<file path="config.mk">
export PLATFORM = sky130hd
export DESIGN_NAME = biu_rsp_pack
export DESIGN_NICKNAME = d
export VERILOG_FILES = /design/src/rtl/biu_rsp_pack.sv
export SDC_FILE = /design/constraint.sdc
export NUM_CORES = 1
export LEC_CHECK = 0
export ABC_CLOCK_PERIOD_IN_PS = 3700
export CAP_MARGIN = 15
export CELL_PAD_IN_SITES_DETAIL_PLACEMENT = 1
export CELL_PAD_IN_SITES_GLOBAL_PLACEMENT = 2
export CORE_ASPECT_RATIO = 1.25
export CORE_UTILIZATION = 31
export CTS_CLUSTER_SIZE = 24
export DETAILED_ROUTE_END_ITERATION = 8
export GPL_ROUTABILITY_DRIVEN = 0
export GPL_TIMING_DRIVEN = 1
export PLACE_DENSITY = 0.87
export SETUP_SLACK_MARGIN = 0.2
export SLEW_MARGIN = 20
export SYNTH_ARGS = -nofsm -noshare
export SYNTH_HDL_FRONTEND = slang
export SYNTH_SLANG_ARGS = --single-unit
</file>
<file path="constraint.sdc">
create_clock -name clk -period 3.7 [get_ports clk]
set_clock_uncertainty 0.2 [all_clocks]
set_input_delay 0.74 -clock clk [delete_from_list [all_inputs] [get_ports clk]]
set_output_delay 0.74 -clock clk [all_outputs]
set_load 0.02 [all_outputs]
</file>
<file path="src/rtl/biu_rsp_pack.sv">
// Packs bus read beats into one response line, flagging short, long or errored bursts.
// Bursts longer than one line are truncated: the overflow beats are dropped up to rlast.
module biu_rsp_pack #(
  parameter int unsigned BEAT_WIDTH = 32,
  parameter int unsigned LINE_WIDTH = 128
) (
  input  logic                  clk,
  input  logic                  rst,
  input  logic                  bus_rvalid,
  output logic                  bus_rready,
  input  logic [BEAT_WIDTH-1:0] bus_rdata,
  input  logic                  bus_rlast,
  input  logic                  bus_rerr,
  output logic                  biu_rsp_valid,
  input  logic                  biu_rsp_ready,
  output logic [LINE_WIDTH-1:0] biu_rsp_rdata,
  output logic                  biu_rsp_err
);

  localparam int unsigned BEATS = LINE_WIDTH / BEAT_WIDTH;
  localparam int unsigned CW    = (BEATS > 1) ? $clog2(BEATS) : 1;
  localparam logic [CW-1:0] LAST_BEAT = CW'(BEATS - 1);

  typedef enum logic [1:0] {
    COLLECT = 2'd0,
    HOLD    = 2'd1,
    DISCARD = 2'd2
  } state_t;

  state_t                state;
  logic [CW-1:0]         cnt;
  logic [LINE_WIDTH-1:0] line;
  logic                  err;
  logic                  to_discard;

  // Handshake outputs are straight decodes of the state register.
  assign bus_rready    = (state != HOLD);
  assign biu_rsp_valid = (state == HOLD);
  assign biu_rsp_rdata = line;
  assign biu_rsp_err   = err;

  always_ff @(posedge clk) begin
    if (rst) begin
      state      <= COLLECT;
      cnt        <= '0;
      line       <= '0;
      err        <= 1'b0;
      to_discard <= 1'b0;
    end else begin
      case (state)
        COLLECT: begin
          if (bus_rvalid) begin
            for (int k = 0; k < int'(BEATS); k++) begin
              if (cnt == CW'(k)) line[k*BEAT_WIDTH +: BEAT_WIDTH] <= bus_rdata;
            end
            if (bus_rlast || (cnt == LAST_BEAT)) begin
              // Clean only if rlast lands exactly on the final lane.
              state      <= HOLD;
              cnt        <= '0;
              err        <= err | bus_rerr | ~(bus_rlast & (cnt == LAST_BEAT));
              to_discard <= ~bus_rlast;
            end else begin
              cnt <= cnt + CW'(1);
              err <= err | bus_rerr;
            end
          end
        end
        HOLD: begin
          if (biu_rsp_ready) begin
            state      <= to_discard ? DISCARD : COLLECT;
            line       <= '0;
            err        <= 1'b0;
            to_discard <= 1'b0;
          end
        end
        DISCARD: begin
          if (bus_rvalid && bus_rlast) state <= COLLECT;
        end
        default: state <= COLLECT;
      endcase
    end
  end

endmodule

</file>
### Word level (Yosys, flattened, before mapping)

Cells that the tools add are included.

| word-level totals | value |
|---|---|
| flip-flop bits (word level) | 134 |
| bits of input ports | 38 |
| output and inout bits | 131 |

| operators by class | value |
|---|---|
| add/sub/neg operators | 1 |
| eq/ne operators | 14 |
| multiplexer cells | 21 |
| bitwise gates (word level) | 5 |
| reductions and logical operators | 13 |

Operators by type and width:

| cell | count |
|---|---|
| 2-to-1 mux 128 bit | 2 |
| one-hot mux 128 bit (2 select lines) | 1 |
| 2-to-1 mux 32 bit | 4 |
| AND reduction 4 bit | 6 |
| inequality test 2 bit (second input constant) | 7 |
| 2-to-1 mux 2 bit | 6 |
| equality test 2 bit (second input constant) | 3 |
| one-hot mux 2 bit (3 select lines) | 1 |
| 2-to-1 mux 1 bit | 5 |
| equality test 2 x 1 -> 1 bit (second input constant) | 2 |
| logical NOT 2 bit | 2 |
| inequality test 2 x 1 -> 1 bit (second input constant) | 2 |
| one-hot mux 1 bit (2 select lines) | 2 |
| AND reduction 3 bit | 1 |
| adder 2 x 1 -> 2 bit (second input constant) | 1 |
| inverter 1 bit | 2 |
| OR 1 bit | 2 |
| AND reduction 2 bit | 1 |
| nonzero test 2 bit | 1 |
| AND 1 bit | 1 |
| logical AND 1 bit | 1 |
| logical OR 1 bit | 1 |

### Depth between registers and ports, before layout

Gate-level depths: netlist of the first run.

| depth | value |
|---|---|
| depth after elaboration | 7 |
| gate-level depth with buffers | 6 |
| depth with buffers taken out | 5 |

### Least setup slack after synthesis of the first run

OpenSTA, ideal clock, no wires.

| timing | value |
|---|---|
| kind | reg2out |
| start | reg state[0] |
| end | out bus_rready |
| arrival | 1063 ps |
| data required time | 2760 ps |
| setup slack | 1697 ps |
| stages on the path, launching flop included | 4 |
| path buffers | 1 |
| cells stage by stage | dfxtp_1 buf_6 nor2b_1 inv_1 |

| on the way | value |
|---|---|
| longest elaborated chain between the ends | 1 |

Ends and longest elaborated chain:

| element | line | RTL |
|---|---|---|
| start, declared | 30 | `state_t state;` |
| start signal, assigned | 70 | `state <= to_discard ? DISCARD : COLLECT;` |
| inequality test 2 x 1 -> 1 bit | 37 | `assign bus_rready = (state != HOLD);` |
| end, declared | 10 | `output logic bus_rready,` |

Every way passes these cells.

### Worst setup path in the final report of the first run

| timing | value |
|---|---|
| start | reg state[0] |
| end | out biu_rsp_valid |

| on the way | value |
|---|---|
| longest elaborated chain between the ends | 1 |

Ends and longest elaborated chain:

| element | line | RTL |
|---|---|---|
| equality test 2 x 1 -> 1 bit | 38 | `assign biu_rsp_valid = (state == HOLD);` |
| end, declared | 14 | `output logic biu_rsp_valid,` |

Every way passes these cells.

==> results.toml, run 1 <==
[run_status]
status = "complete, no violations"

[worst_setup_path]
reg2reg_depth = 4
critPathTopFamily = "flip-flops"
r2r_end = "biu_rsp_rdata[122]"
crit_arrival_ps = 1900
critPathLaunchType = "flop"
crit_chain = "nor2b_1 -> clkdlybuf4s50_1"
crit_fanout = 14
crit_buf_inv = 1
reg2reg_from = "state[0]"
critPathKind = "reg -> out"
slowest_delay_ps = 630
end_kind = "output port"
crit_slowest_cell = "dfxtp_1"
r2r_slack_ps = 1820
critPathRequiredTime_ps = 2760

[synthesis]
yosys.area_share.simple_pct = 5.67
synth_compound_area_share_pct = 29.7
syn-mean-instance-area_um2 = 13.4
synth_xor_area_share_pct = 0
synthAdderAreaFrac_pct = 1.33
yosys_register_bits = 134
yosysUniqueCellTypes = 31
syn-instance-count = 353
synthesis.nets = 396
synth-seq-area-share_pct = 56.8
ys_warn_count = 0
synthMuxAreaShare_pct = 0
synth_area_um2 = 4720
synth_top_family_by_area = "compound AO/OA/AOI/OAI gates"

[sta]
min_period_ps = 2840
max_freq_mhz = 352
max_slew.worst_pin.slew_ps = 909
rsz0062_at_grt = "false"
maxSlewViolCount = 0
min_period_over_period_pct = 76.9
slew_headroom_pct = 39.2
finalSetupTns_ps = 0
fin_ws_ps = 855
finalSetupViolCount = 0
hold_violations = 0

[detailed_routing]
vias = 3943
drt_pre_antenna_iters = 5
post_drt_wl_per_cell_um = 21.1
m1WireLength_mm = 6.08
wl_met3_um = 834
wl_met2_mm = 7.73
wirelength_mm = 15.0
drc = 0
top_layer = "met4"
drt_iter0_markers = 248
ant_nets = 0
vias_per_cell = 5.55

[global_routing]
grt_use_total_pct = 19.6
grt_pass1_vias = 4035
antenna_found_initial = 0
grt_max_degree = 68
grt_pass1_wl_mm = 23.5
gr-total-overflow = 0

[power]
cellPowerDensity_nw_per_um2 = 483
peakVddDrop_mv = 0.238
p_leak_nw = 2.64

[worst_hold_path]
hold_path.class = "reg -> reg"
hold_depth = 1
whs_endpoint = "biu_rsp_rdata[93]"
holdCritStartpoint = "biu_rsp_rdata[93]"

[placement]
dp_hpwl_mm = 10.2
dp_cells = 680
io_buffers = 168
dpl_worst_slack_ps = 930

[floorplanning]
start_util_pct = 31.6
core-area_um2 = 15000
die_x_um = 112
dieArea_um2 = 15700
io-pin-count = 169
rows = 50
dieHeight_um = 140

[layout]
insertedDiodeCount = 0
final_common_cell = "clkdlybuf4s50_1"
mostFrequentLayoutCells = "168 x clkdlybuf4s50_1, 134 x dfxtp_1, 98 x a32o_1"
area_growth_pct = 49.3
final_nets = 560
fin_util_pct = 47.1
fin_cells = 711
drive_above_1_share_pct = 16.8

[cts]
clk_path_buf_depth = 2
ctsHoldBuffers = 0
cts_max_level = 4
clk_latency_ps = 410
cts_buffers = 17
postCtsSetupBuffers = 0
clock-sinks = 134
clockRootBuffer = "clkbuf_16"
cts_tree = "done"
clk_pin_slew_ps = 50
cts_repair_resize_count = 0

[job]
max_cap_viol_count = 0
-- sequential cells by signal, indices dropped and copies added (netlist names) --
signal / flops
biu_rsp_err: 1
cnt: 2
state: 2
to_discard: 1
biu_rsp_rdata: 128
-- worst register-to-register path, stage by stage, from the launching register on --
cell     delay (ps)
dfxtp_1         630
and3b_4         390
nor3_4           70
buf_4           250
a32o_1          240
-- power breakdown --
| group | switching (mW) | internal (mW) | total [mW] | leakage [nW] |
|---|---|---|---|---|
| registers | 0.0243 | 1.48 | 1.51 | 1.09 |
| logic | 0.198 | 0.159 | 0.358 | 1.29 |
| clock network | 0.605 | 0.932 | 1.54 | 0.263 |
-- layer usage --
layer	up-vias	GRT usage, %
li1	1800	-
met1	1983	22.3
met2	136	33.9
met3	24	5.28
met4	0	9.19
met5	-	0
-- Yosys cell counts --
library cell | count | area share [%]
a31oi_1 | 1 | 0.13
clkbuf_1 | 5 | 0.40
nor2_1 | 2 | 0.16
o21bai_1 | 1 | 0.16
and4bb_1 | 2 | 0.53
nand3b_1 | 1 | 0.16
nor3_4 | 4 | 1.4
dfxtp_1 | 134 | 57
buf_2 | 22 | 2.3
o21ai_0 | 1 | 0.11
nor2_2 | 1 | 0.13
a32o_1 | 98 | 21
a21o_1 | 3 | 0.48
a21oi_1 | 5 | 0.53
inv_1 | 4 | 0.32
buf_4 | 2 | 0.32
nand4_1 | 2 | 0.26
a2bb2oi_1 | 1 | 0.19
and3b_4 | 1 | 0.26
nand4b_1 | 1 | 0.19
nand2b_4 | 1 | 0.29
nor2b_1 | 2 | 0.26
and4bb_2 | 1 | 0.26
nor3b_2 | 4 | 1.1
a32o_2 | 30 | 7.2
a221oi_1 | 1 | 0.19
nand2_1 | 2 | 0.16
ha_1 | 5 | 1.3
and4bb_4 | 1 | 0.34
nor3_1 | 2 | 0.21
buf_6 | 13 | 3.1
-- how the worst max path moves through the flow --
stage             start                  to  cells past startpoint
6_report       state[0]       biu_rsp_valid                      2
5_1_grt        state[0]       biu_rsp_valid                      2
4_1_cts        state[0]       biu_rsp_valid                      2
3_5_place_dp        rst  biu_rsp_rdata[106]                      4
3_3_place_gp        rst   biu_rsp_rdata[13]                      4
2_1_floorplan  state[0]          bus_rready                      3
-- kinds of logic (layout without fill, tap and decap cells) --
family          after synthesis  after routing
compound gates              141            141
fa+ha+maj                     5              5
buf+inv                      46            222
flops                       134            134
simple gates                 27             27
-- per-stage QoR --
step	hold slack, ps	power, mW	cell area, um2
after floorplan	270	1.72	4720
after global placement	247	1.88	6510
after detailed placement	253	1.89	6510
after CTS	265	3.44	7050
after global routing	275	3.53	7050
final	261	3.40	7050
-- cell type report --
class / count / area [um2]
fill: 1521 / 7910
multi-input combinational: 173 / 1760
clock buffer: 22 / 454
clock inverter: 9 / 80.1
tap: 182 / 228
timing repair buffer: 187 / 1820
sequential: 134 / 2680
inverter: 4 / 15.0
(Power assumes the default switching activity.)
==> run 2, diff against run 1 <==
--- a/config.mk
+++ b/config.mk
@@ -5,17 +5,17 @@
 export SDC_FILE = /design/constraint.sdc
 export NUM_CORES = 1
 export LEC_CHECK = 0
-export ABC_CLOCK_PERIOD_IN_PS = 3700
+export ABC_CLOCK_PERIOD_IN_PS = 2350
 export CAP_MARGIN = 15
 export CELL_PAD_IN_SITES_DETAIL_PLACEMENT = 1
 export CELL_PAD_IN_SITES_GLOBAL_PLACEMENT = 2
 export CORE_ASPECT_RATIO = 1.25
-export CORE_UTILIZATION = 31
+export CORE_UTILIZATION = 26
 export CTS_CLUSTER_SIZE = 24
 export DETAILED_ROUTE_END_ITERATION = 8
 export GPL_ROUTABILITY_DRIVEN = 0
 export GPL_TIMING_DRIVEN = 1
-export PLACE_DENSITY = 0.87
+export PLACE_DENSITY = 0.78
 export SETUP_SLACK_MARGIN = 0.2
 export SLEW_MARGIN = 20
 export SYNTH_ARGS = -nofsm -noshare
==> constraint.sdc (replaced) <==
create_clock -name clk -period 2.35 [get_ports clk]
set_clock_uncertainty 0.2 [all_clocks]
set_input_delay 0.47 -clock clk [delete_from_list [all_inputs] [get_ports clk]]
set_output_delay 0.47 -clock clk [all_outputs]
set_load 0.02 [all_outputs]
==> run 2 against run 1 <==
  * Design area is 4.4% higher
  * Critical endpoint is now biu_rsp_rdata[45]
  * Critical path type unchanged
  * Critical path depth is 1 lower
  * Largest cell class unchanged
  * First-iteration DRC count is 17% lower
==> results.toml, run 2 (synthesis results as in run 1) <==
[floorplanning]
dieArea_um2 = 18700
core-area_um2 = 17600
rows = 54
die_x_um = 123
io-pin-count = 169
dieHeight_um = 153
start_util_pct = 26.8

[detailed_routing]
ant_nets = 0
drt_iter0_markers = 207
drt_pre_antenna_iters = 4
wirelength_mm = 15.8
vias = 3988
drc = 0
vias_per_cell = 5.21
post_drt_wl_per_cell_um = 20.7

[placement]
dp_hpwl_mm = 10.6
dp_cells = 726
io_buffers = 168

[worst_hold_path]
hold_path.class = "reg -> reg"
holdCritStartpoint = "biu_rsp_rdata[91]"

[global_routing]
grt_util_met2_pct = 30.7
grt_pass1_vias = 4218
antenna_found_initial = 0
grt_util_met1_pct = 19.1
grt_use_total_pct = 17.4
grt_max_degree = 68
grt_busiest_layer = "met2"
gr-total-overflow = 0
use_met3_pct = 5.65
grt_pass1_wl_mm = 24.3

[worst_setup_path]
crit_chain = "clkdlybuf4s50_1"
end_kind = "output port"
critPathRequiredTime_ps = 1680
reg2reg_from = "cnt[0]"
critPathLaunchType = "flop"
critPathLaunch = "biu_rsp_rdata[45]"
critPathTopFamily = "buffers and inverters"
crit_slowest_cell = "clkdlybuf4s50_1"
crit_fanout = 2
slowest_delay_ps = 620
crit_buf_inv = 1
crit_arrival_ps = 1420
critPathKind = "reg -> out"

[power]
seq_power_share_pct = 41.9
p_leak_nw = 2.78
peakVddDrop_mv = 0.388
cellPowerDensity_nw_per_um2 = 770
power_mw = 5.66
pwr-share-clk_pct = 47.3
switching_power_mw = 1.37
combPwrFrac_pct = 10.7
p_int_mw = 4.29
sw_frac_of_total_pct = 24.2

[sta]
max_freq_mhz = 478
slew_headroom_pct = 54.7
rsz0062_at_grt = "false"
maxSlewViolCount = 0
min_period_over_period_pct = 89.1
max_slew.worst_pin.slew_ps = 680
whs_ps = 264
finalSetupTns_ps = 0
finalSetupViolCount = 0
min_period_ps = 2090
hold_violations = 0

[layout]
final_common_cell = "clkdlybuf4s50_1"
final_nets = 571
largest_reg_flops = 128
area_growth_pct = 55.8
mostFrequentLayoutCells = "165 x clkdlybuf4s50_1, 132 x dfxtp_1, 98 x a32o_1"
insertedDiodeCount = 0
fin_util_pct = 41.7
fin_cells = 765
drive_above_1_share_pct = 19.8

[cts]
cts_buffers = 17
cts_tree = "done"
cts_max_level = 4
clock-sinks = 134
clk_path_buf_depth = 2
clk_latency_ps = 420
clk_pin_slew_ps = 60
ctsHoldBuffers = 0
clockRootBuffer = "clkbuf_16"

[run_status]
status = "complete, no violations"

[job]
max_cap_viol_count = 0
run 2: cell count changes in the layout (fill, tap and decap cells not counted), moves of 2 or more:
cell	before	now
clkdlybuf4s50_1	168	165
clkbuf_8	1	4
buf_4	19	22
dlygate4sd2_1	0	2
buf_12	0	8
clkbuf_1	4	0
dfxtp_1	134	132
run 2: routing by layer:
layer	up-vias	share of wire, %	wire (um)
li1	1820	-	-
met5	-	0	0
met4	0	1.7	261
met1	2025	40	6320
met3	24	6.0	952
met2	119	52	8270
run 2: metrics by stage:
stage,cell area [um2],setup WS [ps]
2_1_floorplan,4720,617
3_3_place_gp,6680,-142
3_5_place_dp,6680,-201
4_1_cts,7350,220
5_1_grt,7350,212
6_report,7350,256
run 2: area by class of cell:
cell class / instances / area (um2)
Fill cell: 1831 / 10300
Sequential cell: 134 / 2690
Timing Repair Buffer: 198 / 2010
Multi-Input combinational cell: 173 / 1760
Clock buffer: 21 / 480
Tap cell: 224 / 280
Clock inverter: 11 / 121
Inverter: 4 / 15.0
run 2: path summary, 6_finish.rpt:
kind	cells after the start	slack (ps)	endpoint
max	1	260	biu_rsp_rdata[45]
max reg2reg	6	450	biu_rsp_rdata[70]
min	1	260	biu_rsp_rdata[91]
min reg2reg	1	260	biu_rsp_rdata[91]
run 2: power by group through the flow:
stage	combinational, mW	clock, mW	sequential [mW]
6_report	0.608	2.68	2.37
5_1_grt	0.644	2.85	2.38
4_1_cts	0.615	2.74	2.37
3_5_place_dp	0.590	0	2.42
3_3_place_gp	0.577	0	2.42
2_1_floorplan	0.227	0	2.48
run 2: repair_timing:
item | CTS | global route
pin swaps | 2 | 0
endpoints found under the setup margin | 53 | 1
gates resized for setup | 5 | 1
buffers inserted | 7 | 0
